--- config.mk ---
export PLATFORM = sky130hd
export DESIGN_NAME = wb_byte_master
export DESIGN_NICKNAME = d
export VERILOG_FILES = /design/src/rtl/wb_byte_master_pkg.sv /design/src/rtl/wb_byte_master.sv
export SDC_FILE = /design/constraint.sdc
export NUM_CORES = 1
export LEC_CHECK = 0
export BUFFER_PORTS_ARGS = -buffer_cell sky130_fd_sc_hd__buf_4
export CELL_PAD_IN_SITES_DETAIL_PLACEMENT = 0
export CELL_PAD_IN_SITES_GLOBAL_PLACEMENT = 1
export CORE_MARGIN = 2
export CORE_UTILIZATION = 39
export DETAILED_ROUTE_END_ITERATION = 8
export PLACE_DENSITY_LB_ADDON = 0.1
export SLEW_MARGIN = 20
export SYNTH_ARGS = -nofsm -noshare
export SYNTH_HDL_FRONTEND = slang
export SYNTH_SLANG_ARGS = --single-unit
--- constraint.sdc ---
create_clock -name wb_clk_i -period 3.2 [get_ports wb_clk_i]
set_input_delay 0.16 -clock wb_clk_i [delete_from_list [all_inputs] [get_ports wb_clk_i]]
set_output_delay 0.16 -clock wb_clk_i [all_outputs]
set_load 0.02 [all_outputs]
--- src/rtl/wb_byte_master_pkg.sv ---
// Shared Wishbone byte-master constants: command/status codes, bus constants and FSM encoding.
package wb_byte_master_pkg;

  localparam logic [7:0] CmdWrite  = 8'h01;
  localparam logic [7:0] CmdRead   = 8'h02;
  localparam logic [7:0] StatusOk  = 8'hA5;
  localparam logic [7:0] StatusErr = 8'hEE;

  localparam logic [2:0] CTI_CLASSIC = 3'b000;
  localparam logic [1:0] BteLinear   = 2'b00;
  localparam logic [3:0] SelWord     = 4'hF;

  typedef enum logic [2:0] {
    StIdle,
    StAddr,
    StWdata,
    StBus,
    StResp
  } state_e;

  function automatic logic is_cmd(input logic [7:0] b);
    return (b == CmdWrite) || (b == CmdRead);
  endfunction

endpackage

--- src/rtl/wb_byte_master.sv ---
// Byte-stream command interpreter driving single classic Wishbone cycles; replies on a byte stream.
module wb_byte_master
  import wb_byte_master_pkg::*;
#(
  parameter int unsigned TIMEOUT = 255
) (
  input  logic        wb_clk_i,
  input  logic        wb_rst_i,
  input  logic [7:0]  rx_data,
  input  logic        rx_valid,
  output logic        rx_ready,
  output logic [7:0]  tx_data,
  output logic        tx_valid,
  input  logic        tx_ready,
  output logic [31:0] wbm_adr_o,
  output logic [31:0] wbm_dat_o,
  output logic [3:0]  wbm_sel_o,
  output logic        wbm_we_o,
  output logic        wbm_cyc_o,
  output logic        wbm_stb_o,
  output logic [2:0]  wbm_cti_o,
  output logic [1:0]  wbm_bte_o,
  input  logic [31:0] wbm_dat_i,
  input  logic        wbm_ack_i,
  input  logic        wbm_err_i
);

  localparam logic [15:0] TmoLast = 16'(TIMEOUT - 1);

  state_e      state_q, state_d;
  logic [1:0]  cnt_q, cnt_d;
  logic        is_write_q, is_write_d;
  logic [31:0] addr_q, addr_d;
  logic [31:0] wdat_q, wdat_d;
  logic [31:0] rdata_q, rdata_d;
  logic        we_q, we_d;
  logic        cyc_q, cyc_d;
  logic [15:0] tmo_q, tmo_d;
  logic        tx_valid_q, tx_valid_d;
  logic [7:0]  tx_data_q, tx_data_d;
  logic [2:0]  resp_left_q, resp_left_d;
  logic        start_bus;

  always_comb begin
    state_d     = state_q;
    cnt_d       = cnt_q;
    is_write_d  = is_write_q;
    addr_d      = addr_q;
    wdat_d      = wdat_q;
    rdata_d     = rdata_q;
    we_d        = we_q;
    cyc_d       = cyc_q;
    tmo_d       = tmo_q;
    tx_valid_d  = tx_valid_q;
    tx_data_d   = tx_data_q;
    resp_left_d = resp_left_q;
    start_bus   = 1'b0;

    unique case (state_q)
      StIdle: begin
        if (rx_valid) begin
          if (is_cmd(rx_data)) begin
            is_write_d = (rx_data == CmdWrite);
            cnt_d      = 2'd0;
            state_d    = StAddr;
          end else begin
            // Unknown command: swallow it and answer with a lone error byte.
            tx_valid_d  = 1'b1;
            tx_data_d   = StatusErr;
            resp_left_d = 3'd0;
            state_d     = StResp;
          end
        end
      end
      StAddr: begin
        if (rx_valid) begin
          addr_d = {addr_q[23:0], rx_data};
          cnt_d  = cnt_q + 2'd1;
          if (cnt_q == 2'd3) begin
            if (is_write_q) state_d = StWdata;
            else            start_bus = 1'b1;
          end
        end
      end
      StWdata: begin
        if (rx_valid) begin
          wdat_d = {wdat_q[23:0], rx_data};
          cnt_d  = cnt_q + 2'd1;
          if (cnt_q == 2'd3) start_bus = 1'b1;
        end
      end
      StBus: begin
        // err beats ack; a late ack on the final timeout cycle still counts as success.
        if (wbm_err_i || (!wbm_ack_i && tmo_q == TmoLast)) begin
          cyc_d       = 1'b0;
          we_d        = 1'b0;
          tx_valid_d  = 1'b1;
          tx_data_d   = StatusErr;
          resp_left_d = 3'd0;
          state_d     = StResp;
        end else if (wbm_ack_i) begin
          cyc_d      = 1'b0;
          we_d       = 1'b0;
          tx_valid_d = 1'b1;
          tx_data_d  = StatusOk;
          if (is_write_q) begin
            resp_left_d = 3'd0;
          end else begin
            rdata_d     = wbm_dat_i;
            resp_left_d = 3'd4;
          end
          state_d = StResp;
        end else begin
          tmo_d = tmo_q + 16'd1;
        end
      end
      StResp: begin
        if (tx_valid_q && tx_ready) begin
          if (resp_left_q == 3'd0) begin
            tx_valid_d = 1'b0;
            state_d    = StIdle;
          end else begin
            tx_data_d   = rdata_q[31:24];
            rdata_d     = {rdata_q[23:0], 8'h00};
            resp_left_d = resp_left_q - 3'd1;
          end
        end
      end
      default: state_d = StIdle;
    endcase

    if (start_bus) begin
      state_d = StBus;
      cyc_d   = 1'b1;
      we_d    = is_write_q;
      tmo_d   = 16'd0;
    end
  end

  always_ff @(posedge wb_clk_i) begin
    if (wb_rst_i) begin
      state_q     <= StIdle;
      cnt_q       <= 2'd0;
      is_write_q  <= 1'b0;
      addr_q      <= 32'd0;
      wdat_q      <= 32'd0;
      rdata_q     <= 32'd0;
      we_q        <= 1'b0;
      cyc_q       <= 1'b0;
      tmo_q       <= 16'd0;
      tx_valid_q  <= 1'b0;
      tx_data_q   <= 8'd0;
      resp_left_q <= 3'd0;
    end else begin
      state_q     <= state_d;
      cnt_q       <= cnt_d;
      is_write_q  <= is_write_d;
      addr_q      <= addr_d;
      wdat_q      <= wdat_d;
      rdata_q     <= rdata_d;
      we_q        <= we_d;
      cyc_q       <= cyc_d;
      tmo_q       <= tmo_d;
      tx_valid_q  <= tx_valid_d;
      tx_data_q   <= tx_data_d;
      resp_left_q <= resp_left_d;
    end
  end

  assign rx_ready  = (state_q == StIdle) || (state_q == StAddr) || (state_q == StWdata);
  assign tx_data   = tx_data_q;
  assign tx_valid  = tx_valid_q;
  assign wbm_adr_o = {addr_q[31:2], 2'b00};
  assign wbm_dat_o = wdat_q;
  assign wbm_sel_o = SelWord;
  assign wbm_we_o  = we_q;
  assign wbm_cyc_o = cyc_q;
  assign wbm_stb_o = cyc_q;
  assign wbm_cti_o = CTI_CLASSIC;
  assign wbm_bte_o = BteLinear;

endmodule
==> results_dict.tcl <==
set metrics [dict create \
    gp_congestion 0.759 \
    ant_nets 0 \
    syn_area_um2 5890 \
    synthArstFlopShare_pct 0 \
    fin_crit_sh_pct 82.5 \
    fp.dieArea_um2 16100 \
    cap_violations 0 \
    crit_slowest_cell "nand2_1" \
    routed_wirelength_um 14800 \
    cts_resized 0 \
    vias 5273 \
    setup-violations-final 0 \
    synth_edf_count 0 \
    grt.overflow.total 0 \
    fp.dieW_um 127 \
    p_leak_uw 0.00277 \
    grt_usage_pct 18.4 \
    yosysWarnings 0 \
    syn_to_final_growth_pct 24.3 \
    core_um2 14600 \
    worst_ep_arrival_time_ns 2.96 \
    cts_buffers 17 \
    status "finished clean" \
    slowest_delay_ns 0.57 \
    synthFlopType "dfxtp_1" \
    worstSetupStartpointType "flop" \
    wl_per_cell_um 14.7 \
    htreeDepth 4 \
    antenna_found_initial 0 \
    port_buffers 120 \
    die_h_um 127 \
    final_nets 861 \
    clkSlewWorstSetupHoldPaths_ns 0.06 \
    grt_pass1_vias 4994 \
    drc 0 \
    fp-row-count 44 \
    clock_sinks 132 \
    yosys.cell_types.count 58 \
    maxSlewViolCount 0 \
    hp-class "input pin to flop" \
    critPathKind "flop to flop" \
    grt_start_max_net_pins 70 \
    path_buf_inv 0 \
    viasPerCell 5.24 \
    finalHoldViolations 0 \
    avgSynthCellArea_um2 7.99 \
    syn_inst 737 \
    power_per_cell_area_nw_per_um2 656 \
    cts_buffer_depth 2 \
    ys_ff_latch 132 \
    setup_tns_ns 0 \
    start_util_pct 40.2 \
    clk_latency_ns 0.42 \
    insertedDiodeCount 0 \
    slew_headroom_pct 29.1 \
    root_buffer "clkbuf_16" \
    cp_max_fo 24 \
    worst_setup_path_end_kind "flop" \
    grt_pass1_wl_um 24100 \
    fin_crit_ns 2.64 \
    path_delay_family "simple AND/OR/NAND/NOR gates" \
    drt-pass1-iter-count 4 \
    rsz0062_at_grt "no" \
    max_freq_mhz 379 \
    fin_worst_skew_ns 0.00682 \
    drt_iter0_drc 313 \
    required_ns 3.52 \
    fin_hold_ws_ns 0.0187 \
    irDropWorstVdd_mv 0.394 \
    drive_gt1_share_pct 21.9 \
    synth_seq_area_share_pct 44.9 \
    cts_tree "done" \
    crit_chain "nor4_1 > and4_1 > a221o_1 > nand2_1 > a311oi_1" \
    dp.final_hpwl_um 10100 \
    ioPinCount 132 \
    worst_pin_slew_ns 1.06 \
]
[sequential cells by signal, indices dropped and copies added, names as in the netlist, 2 cells and up]
name         cells
wbm_dat_o       32
addr_q          32
resp_left_q      3
tx_data          8
tmo_q           16
state_q          3
cnt_q            2
rdata_q         32
[final timing paths]
path,startpoint,to,slack [ns],cells past startpoint
hold reg to reg,wbm_dat_o[31],wbm_dat_o[31],0.45,2
hold / removal,rx_data[6],addr_q[6],0.02,3
setup reg to reg,tmo_q[10],rdata_q[20],0.56,5
setup / recovery,tmo_q[10],rdata_q[20],0.56,5
[worst register-to-register path: stages, from the launching register on]
cell	delay, ns
dfxtp_1	0.34
nor4_1	0.29
and4_1	0.50
a221o_1	0.43
nand2_1	0.57
a311oi_1	0.42
[cell usage after synthesis (5+ instances only)]
library cell    n  area (um2)
a211oi_1        9        67.6
a21oi_1        90         450
a311oi_1       25         219
buf_2           8        40.0
buf_4          44         330
clkbuf_1       40         150
dfxtp_1       132        2640
ha_1            5        62.6
inv_1           8        30.0
nand2_1       197         739
nand3_1        28         140
nor2_1         30         113
nor2b_1         5        31.3
nor3_1         28         140
nor4_1          6        37.5
o21ai_0         7        35.0
xnor2_1        14         123
[where the power goes]
group          leakage (uW)  total (uW)  internal (uW)  switching [uW]
clock              0.000297        2070           1340             734
combinational       0.00141         887            326             561
sequential          0.00107        1840           1750            91.2
[cells in the final DEF, fill, tap and decap left out, types with 3 or more instances in the layout]
| cell | instances |
|---|---|
| bufinv_16 | 4 |
| clkbuf_16 | 17 |
| ha_1 | 5 |
| dlygate4sd3_1 | 11 |
| nor2b_1 | 5 |
| inv_1 | 8 |
| o21ai_0 | 7 |
| clkinv_2 | 3 |
| a211oi_1 | 9 |
| buf_4 | 130 |
| a21oi_1 | 90 |
| a311oi_1 | 25 |
| or2_2 | 3 |
| o32ai_1 | 4 |
| conb_1 | 11 |
| dfxtp_1 | 132 |
| nand3_1 | 28 |
| and3_1 | 4 |
| nand2_1 | 197 |
| nor4_1 | 6 |
| nor3_1 | 28 |
| nor2_1 | 30 |
| clkinvlp_4 | 5 |
| and2_1 | 4 |
| xnor2_1 | 14 |
[kinds of logic (layout without fill, tap and decap cells)]
| group | Yosys count | after routing | share of synthesized area (%) |
|---|---|---|---|
| adder cells (fa/ha/maj) | 5 | 5 | 1.06 |
| multiplexers | 2 | 2 | 0.361 |
| XOR/XNOR | 14 | 14 | 2.08 |
| flip-flops | 132 | 132 | 44.9 |
| AND/OR/NAND/NOR | 321 | 321 | 24.0 |
| buffers and inverters | 105 | 182 | 10.2 |
| AO/OA/AOI/OAI | 156 | 156 | 17.3 |
| other | 2 | 11 | 0.128 |
[final cells by class]
type,count,area [um2]
clock inverter,13,181
clock buffer,19,453
timing repair buffer,141,1090
fill,1450,7330
inverter,9,33.8
tap,184,230
multi-input combinational,509,2690
sequential,132,2640
[stage by stage]
stage	cell area [um2]	setup slack, ns	util [%]	std cells	power, uW
after floorplan	5920	0.963	-	746	2480
after detailed placement	6570	0.574	44.9	964	2760
final	7320	0.560	50.0	1007	4800
after CTS	7320	0.550	50.0	1007	4850
after global routing	7320	0.251	50.0	1007	5010
after global placement	6570	0.641	44.9	964	2750
[metal layers]
metal	GRT usage (%)	part of all wire, %	vias to the layer above
met5	0	0	-
met4	6.66	1.5	0
met1	23.6	47	2494
met2	30.2	46	135
met3	4.26	4.6	22
li1	-	-	2622
[timing repair]
item,in CTS,in global routing
endpoints found under the hold margin,12,0
buffers inserted,0,0
endpoints found under the setup margin,0,0
hold buffers,11,0
Note: power is estimated with default switching activity, not from simulation.
